===== src/rtl/coherence_bus_ctrl.sv =====
// Dual-core MSI coherence/memory controller: arbitrates I- and D-cache traffic onto one RAM port.
// Optional macro BUS_RR_ARB_EN selects round-robin arbitration; otherwise core 0 has fixed priority.
`timescale 1ns/1ps
module coherence_bus_ctrl #(
  parameter int CPUS  = 2,
  parameter int WORDS = 2
) (
  input  logic             CLK,
  input  logic             nRST,
  input  logic [1:0]       iREN,
  input  logic [1:0]       dREN,
  input  logic [1:0]       dWEN,
  input  logic [1:0][31:0] iaddr,
  input  logic [1:0][31:0] daddr,
  input  logic [1:0][31:0] dstore,
  input  logic [1:0]       ccwrite,
  input  logic [1:0]       cctrans,
  input  logic [31:0]      ramload,
  input  logic [1:0]       ramstate,
  output logic [1:0]       iwait,
  output logic [1:0]       dwait,
  output logic [1:0][31:0] iload,
  output logic [1:0][31:0] dload,
  output logic [31:0]      ramaddr,
  output logic [31:0]      ramstore,
  output logic             ramREN,
  output logic             ramWEN,
  output logic [1:0]       ccwait,
  output logic [1:0]       ccinv,
  output logic [1:0][31:0] ccsnoopaddr
);

  localparam int            CW         = (WORDS > 1) ? $clog2(WORDS) : 1;
  localparam logic [CW-1:0] LAST_WORD  = CW'(WORDS - 1);
  localparam logic [1:0]    RAM_ACCESS = 2'd2;

  typedef enum logic [2:0] {
    S_IDLE, S_SNOOP, S_LOAD, S_FWD, S_WB, S_INV
  } state_e;

  state_e        state_q, state_d;
  logic          req_q, req_d;
  logic [CW-1:0] cnt_q, cnt_d;
  logic [31:0]   snp_addr_q, snp_addr_d;
  logic          snp_inv_q, snp_inv_d;

  logic [1:0] dreq;
  logic       d_sel, i_sel, oth, access;

  if (CPUS != 2) begin : g_cpus_check
    $error("coherence_bus_ctrl supports CPUS == 2 only");
  end

  assign dreq   = dREN | dWEN | cctrans;
  assign oth    = ~req_q;
  assign access = (ramstate == RAM_ACCESS);

`ifdef BUS_RR_ARB_EN
  logic d_ptr_q, d_ptr_d, i_ptr_q, i_ptr_d;

  assign d_sel = (&dreq) ? d_ptr_q : ~dreq[0];
  assign i_sel = (&iREN) ? i_ptr_q : ~iREN[0];

  always_ff @(posedge CLK or negedge nRST) begin
    if (!nRST) begin
      d_ptr_q <= 1'b0;
      i_ptr_q <= 1'b0;
    end else begin
      d_ptr_q <= d_ptr_d;
      i_ptr_q <= i_ptr_d;
    end
  end

  // The I pointer only moves once a fetch actually completes, so a stalled core keeps its grant.
  always_comb begin
    d_ptr_d = d_ptr_q;
    i_ptr_d = i_ptr_q;
    if (state_q == S_IDLE) begin
      if (|dreq)                 d_ptr_d = ~d_sel;
      else if ((|iREN) && access) i_ptr_d = ~i_sel;
    end
  end
`else
  assign d_sel = ~dreq[0];
  assign i_sel = ~iREN[0];
`endif

  // NOTE: non-blocking assignments so every register samples the pre-edge values.
  always_ff @(posedge CLK or negedge nRST) begin
    if (!nRST) begin
      state_q    <= S_IDLE;
      req_q      <= 1'b0;
      cnt_q      <= '0;
      snp_addr_q <= '0;
      snp_inv_q  <= 1'b0;
    end else begin
      state_q    <= state_d;
      req_q      <= req_d;
      cnt_q      <= cnt_d;
      snp_addr_q <= snp_addr_d;
      snp_inv_q  <= snp_inv_d;
    end
  end

  // NOTE: every variable gets a default first so no path through the case infers a latch.
  always_comb begin
    state_d    = state_q;
    req_d      = req_q;
    cnt_d      = cnt_q;
    snp_addr_d = snp_addr_q;
    snp_inv_d  = snp_inv_q;
    unique case (state_q)
      S_IDLE: begin
        cnt_d = '0;
        if (|dreq) begin
          req_d = d_sel;
          if (dWEN[d_sel])      state_d = S_WB;
          else if (dREN[d_sel]) state_d = S_SNOOP;
          else                  state_d = S_INV;
        end
      end
      S_SNOOP: begin
        cnt_d      = '0;
        snp_addr_d = daddr[req_q];
        snp_inv_d  = ccwrite[req_q];
        state_d    = cctrans[oth] ? S_FWD : S_LOAD;
      end
      S_LOAD, S_FWD, S_WB: begin
        if (access) begin
          if (cnt_q == LAST_WORD) begin
            state_d = S_IDLE;
            cnt_d   = '0;
          end else begin
            cnt_d = cnt_q + CW'(1);
          end
        end
      end
      S_INV:   state_d = S_IDLE;
      default: state_d = S_IDLE;
    endcase
  end

  // Outputs are gated by nRST so the reset values appear in the same cycle reset is asserted.
  always_comb begin
    iwait       = 2'b11;
    dwait       = 2'b11;
    iload       = '0;
    dload       = '0;
    ramaddr     = '0;
    ramstore    = '0;
    ramREN      = 1'b0;
    ramWEN      = 1'b0;
    ccwait      = '0;
    ccinv       = '0;
    ccsnoopaddr = '0;
    if (nRST) begin
      unique case (state_q)
        S_IDLE: begin
          if (!(|dreq) && (|iREN)) begin
            ramaddr = iaddr[i_sel];
            ramREN  = 1'b1;
            if (access) begin
              iload[i_sel] = ramload;
              iwait[i_sel] = 1'b0;
            end
          end
        end
        S_SNOOP: begin
          ccwait[oth]      = 1'b1;
          ccsnoopaddr[oth] = daddr[req_q];
          ccinv[oth]       = ccwrite[req_q];
        end
        S_LOAD: begin
          ccwait[oth]      = 1'b1;
          ccsnoopaddr[oth] = snp_addr_q;
          ccinv[oth]       = snp_inv_q;
          ramREN           = 1'b1;
          ramaddr          = daddr[req_q];
          dload[req_q]     = ramload;
          if (access) dwait[req_q] = 1'b0;
        end
        S_FWD: begin
          ccwait[oth]      = 1'b1;
          ccsnoopaddr[oth] = snp_addr_q;
          ccinv[oth]       = snp_inv_q;
          ramWEN           = 1'b1;
          ramaddr          = daddr[oth];
          ramstore         = dstore[oth];
          dload[req_q]     = dstore[oth];
          if (access) begin
            dwait[oth]   = 1'b0;
            dwait[req_q] = 1'b0;
          end
        end
        S_WB: begin
          ramWEN   = 1'b1;
          ramaddr  = daddr[req_q];
          ramstore = dstore[req_q];
          if (access) dwait[req_q] = 1'b0;
        end
        S_INV: begin
          ccwait[oth]      = 1'b1;
          ccinv[oth]       = 1'b1;
          ccsnoopaddr[oth] = daddr[req_q];
          dwait[req_q]     = 1'b0;
        end
        default: ;
      endcase
    end
  end

endmodule


===== config.mk =====
export PLATFORM = sky130hd
export DESIGN_NAME = coherence_bus_ctrl
export DESIGN_NICKNAME = d
export VERILOG_FILES = /design/src/rtl/coherence_bus_ctrl.sv
export SDC_FILE = /design/constraint.sdc
export NUM_CORES = 1
export LEC_CHECK = 0
export ABC_AREA = 0
export CORE_AREA = 2 2 195 197
export DETAILED_ROUTE_END_ITERATION = 12
export DIE_AREA = 0 0 197 199
export GPL_ROUTABILITY_DRIVEN = 0
export SETUP_SLACK_MARGIN = 0.3
export SLEW_MARGIN = 20
export SYNTH_ARGS = -nofsm -noshare
export SYNTH_HDL_FRONTEND = slang
export SYNTH_SLANG_ARGS = --single-unit

===== constraint.sdc =====
create_clock -name CLK -period 1.9 [get_ports CLK]
set_input_delay 0.285 -clock CLK [delete_from_list [all_inputs] [get_ports CLK]]
set_output_delay 0.285 -clock CLK [all_outputs]
set_load 0.01 [all_outputs]

==> impl_metrics.tcl <==
set metrics [dict create \
    via_per_inst 4.85 \
    hp-class "primary input to asynchronous set/reset pin" \
    cts.htree.levels 2 \
    yosysWarnings 0 \
    drt_iter0_markers 306 \
    outcome "complete, but fails checks" \
    area_delta_synth_final_pct 179 \
    placed_cells 1999 \
    p_total_mw 21.8 \
    syn_nets 1155 \
    overflow 0 \
    numCtsBuffers 5 \
    insertion_delay_ns 0.29 \
    multi_input_area_sq_mm 0.00723 \
    die_y_um 199 \
    path_clk_slew_ns 0.07 \
    endpoint_kind "output port" \
    drv_cap 0 \
    crit_path_top_delay_cell "or3_4" \
    yosys_register_bits 38 \
    synth_cells 917 \
    place_ws_ns -0.988 \
    vdd_drop_max_mv 0.584 \
    synthesis.area_sq_mm 0.00651 \
    fin_setup_tns_ns -116.90 \
    start_kind "flop" \
    synth_edf_count 0 \
    io_pins 504 \
    cts_buffer_depth 2 \
    start_util 0.175 \
    port_buffers 503 \
    fin_cells 2189 \
    min_period_ns 2.53 \
    violations "setup timing" \
    slew_headroom 0.638 \
    drt_drc_violations_left 0 \
    clock.fmax_mhz 395 \
    synth_flop_cell "dfrtp_1" \
    register_area_sq_um 956 \
    power.density_mw_per_mm2 1200 \
    rsz0062_at_grt "true" \
    path_cells "or3_4 > buf_6 > nor4_4 > buf_6 > buf_12 > buf_12 > buf_6 > a221oi_2 > nor2_1 > buf_2" \
    core_sq_mm 0.0371 \
    wl_per_cell_um 22.4 \
    antenna_found_initial 3 \
    dieArea_sq_mm 0.0392 \
    clock_sinks 38 \
    timing.final.crit_share 1.33 \
    cts_tree "yes" \
    max_stage_delay_ns 0.42 \
    syn_area_per_cell_sq_um 7.10 \
    cpMostUsedCell "buf_6" \
    critPathRequiredTime_ns 1.62 \
    layout.nets 1949 \
    power_leakage_nw 7.76 \
    setup_violations 299 \
    fillers 3426 \
    grt_start_max_net_pins 66 \
    yosysUniqueCellTypes 41 \
    tightestPinTransition_ns 0.543 \
    hpwl_um 31200 \
    critical_path_class "flop to output port" \
    placed_cell_area_sq_mm 0.0142 \
    grtUsageTotal 0.205 \
    drv_slew 0 \
    yosysSeqAreaShare 0.146 \
    rows 71 \
    skew_ns 0.0106 \
    vias 10613 \
    hold_viol_final 0 \
    grt_pass1_vias 10225 \
    holdWs_ns 0.0404 \
    finish.utilization 0.489 \
    path_max_fanout 8 \
    drive_gt1_frac 0.643 \
    grt_pass1_wl_um 61200 \
    ys_async_sr_fraction 1.00 \
    drt_pass1_iterations 5 \
    routed_wl_um 49000 \
    final.setup.worst_slack_ns -0.628 \
    dieWidth_um 197 \
    fin_area_sq_mm 0.0181 \
    cts-root-buf "clkbuf_16" \
    cp.arrival_ns 2.24 \
    ant_nets 0 \
]
[registers in the layout, summed over array words and instances (netlist names)]
register    flops
snp_addr_q     32
snp_inv_q       1
cnt_q           1
req_q           1
state_q         3
[area by class of cell]
type | count | share of cell area
clock buffers | 7 | 0.00786
inverters | 6 | 0.00138
flip-flops and latches | 38 | 0.0527
diodes | 3 | 0.000414
well taps | 474 | 0.0327
clock inverters | 1 | 0.000276
repair buffers | 888 | 0.506
multi-input cells | 772 | 0.398
[routing by layer]
layer,GRT usage,share of wire,vias up
li1,-,-,4909
met1,0.225,0.37,5164
met2,0.398,0.54,464
met3,0.0361,0.059,76
met4,0.0640,0.036,0
met5,0,0,-
[where the power goes]
| group | internal (mW) | switching [mW] |
|---|---|---|
| registers | 1.21 | 0.282 |
| logic | 10.1 | 9.34 |
| clock network | 0.522 | 0.360 |
| total | 11.8 | 9.98 |
[critical path, delay by kind of cell, from the launching register on]
| kind | cells | cell delay [ns] |
|---|---|---|
| buffers and inverters | 6 | 0.81 |
| and+or+nand+nor | 3 | 0.70 |
| DFF | 1 | 0.39 |
| AOI/OAI and AO/OA | 1 | 0.05 |
[cells in the final DEF, fill, tap and decap left out, types with 16 or more instances in the layout]
master           count
a211oi_2            28
a21oi_1             53
a21oi_2             18
a221oi_1            17
a221oi_2            29
a221oi_4            17
a22oi_1             16
a22oi_2             16
and2_4              65
buf_12              59
buf_2              101
buf_4              192
buf_6              188
buf_8               21
clkbuf_16           24
clkbuf_2            40
clkdlybuf4s50_1    229
dfrtp_1             36
mux2_2              65
mux2i_1             31
mux2i_4             28
nor2_1             141
nor2_2              33
nor2_4              61
nor3_1              29
o21ai_2             20
[kinds of logic (layout without fill, tap and decap cells)]
kind of cell	count (synthesis)	in the layout	synth area share
simple gates	396	396	0.286
compound gates	245	245	0.280
mux	130	130	0.212
buf+inv	107	902	0.0743
flops	38	38	0.146
xor+xnor	1	1	0.00134
other cells	0	3	0
[cells in the mapped netlist, types with 2 or more instances]
cell type | n | area share
buf_6 | 4 | 0.0069
a221oi_2 | 29 | 0.067
nand2b_1 | 2 | 0.0019
nand3_1 | 2 | 0.0015
mux2i_1 | 65 | 0.10
dfrtp_1 | 38 | 0.15
buf_1 | 9 | 0.0052
o21ai_0 | 37 | 0.028
or3_1 | 3 | 0.0029
buf_4 | 6 | 0.0069
a221oi_1 | 34 | 0.046
nor2_2 | 29 | 0.028
nand2_1 | 36 | 0.021
a22oi_1 | 32 | 0.037
clkbuf_1 | 58 | 0.033
nor2b_1 | 6 | 0.0058
mux2_2 | 65 | 0.11
nor2_1 | 206 | 0.12
nor3_1 | 36 | 0.028
a211oi_1 | 33 | 0.038
nor4_1 | 2 | 0.0019
buf_2 | 24 | 0.018
and2_1 | 65 | 0.062
inv_1 | 5 | 0.0029
and4_1 | 2 | 0.0027
a21oi_1 | 74 | 0.057
[worst paths after layout]
kind / start / end / slack (ns) / depth (start not counted)
max: state_q[2]$_DFFE_PN0P_ / ramaddr[0] / -0.63 / 10
max reg2reg: state_q[1]$_DFFE_PN0P_ / state_q[0]$_DFFE_PN0P_ / -0.20 / 10
min reg2reg: snp_addr_q[22]$_DFFE_PN0N_ / snp_addr_q[22]$_DFFE_PN0N_ / 0.53 / 2
min: nRST / snp_inv_q$_DFFE_PN0N_ / 0.04 / 2
max in group asynchronous: nRST / state_q[0]$_DFFE_PN0P_ / 1.27 / 2
min in group CLK: cctrans[0] / req_q$_DFFE_PN0P_ / 0.48 / 4
[what timing repair did]
item                       in CTS  in global routing
resized for setup             753                804
pin swaps                      31                124
setup endpoints to repair     299                299
setup buffers                  48                 93
cloned                         14                 24
hold buffers                    0                  0
Power figures use the tool's default switching activity.
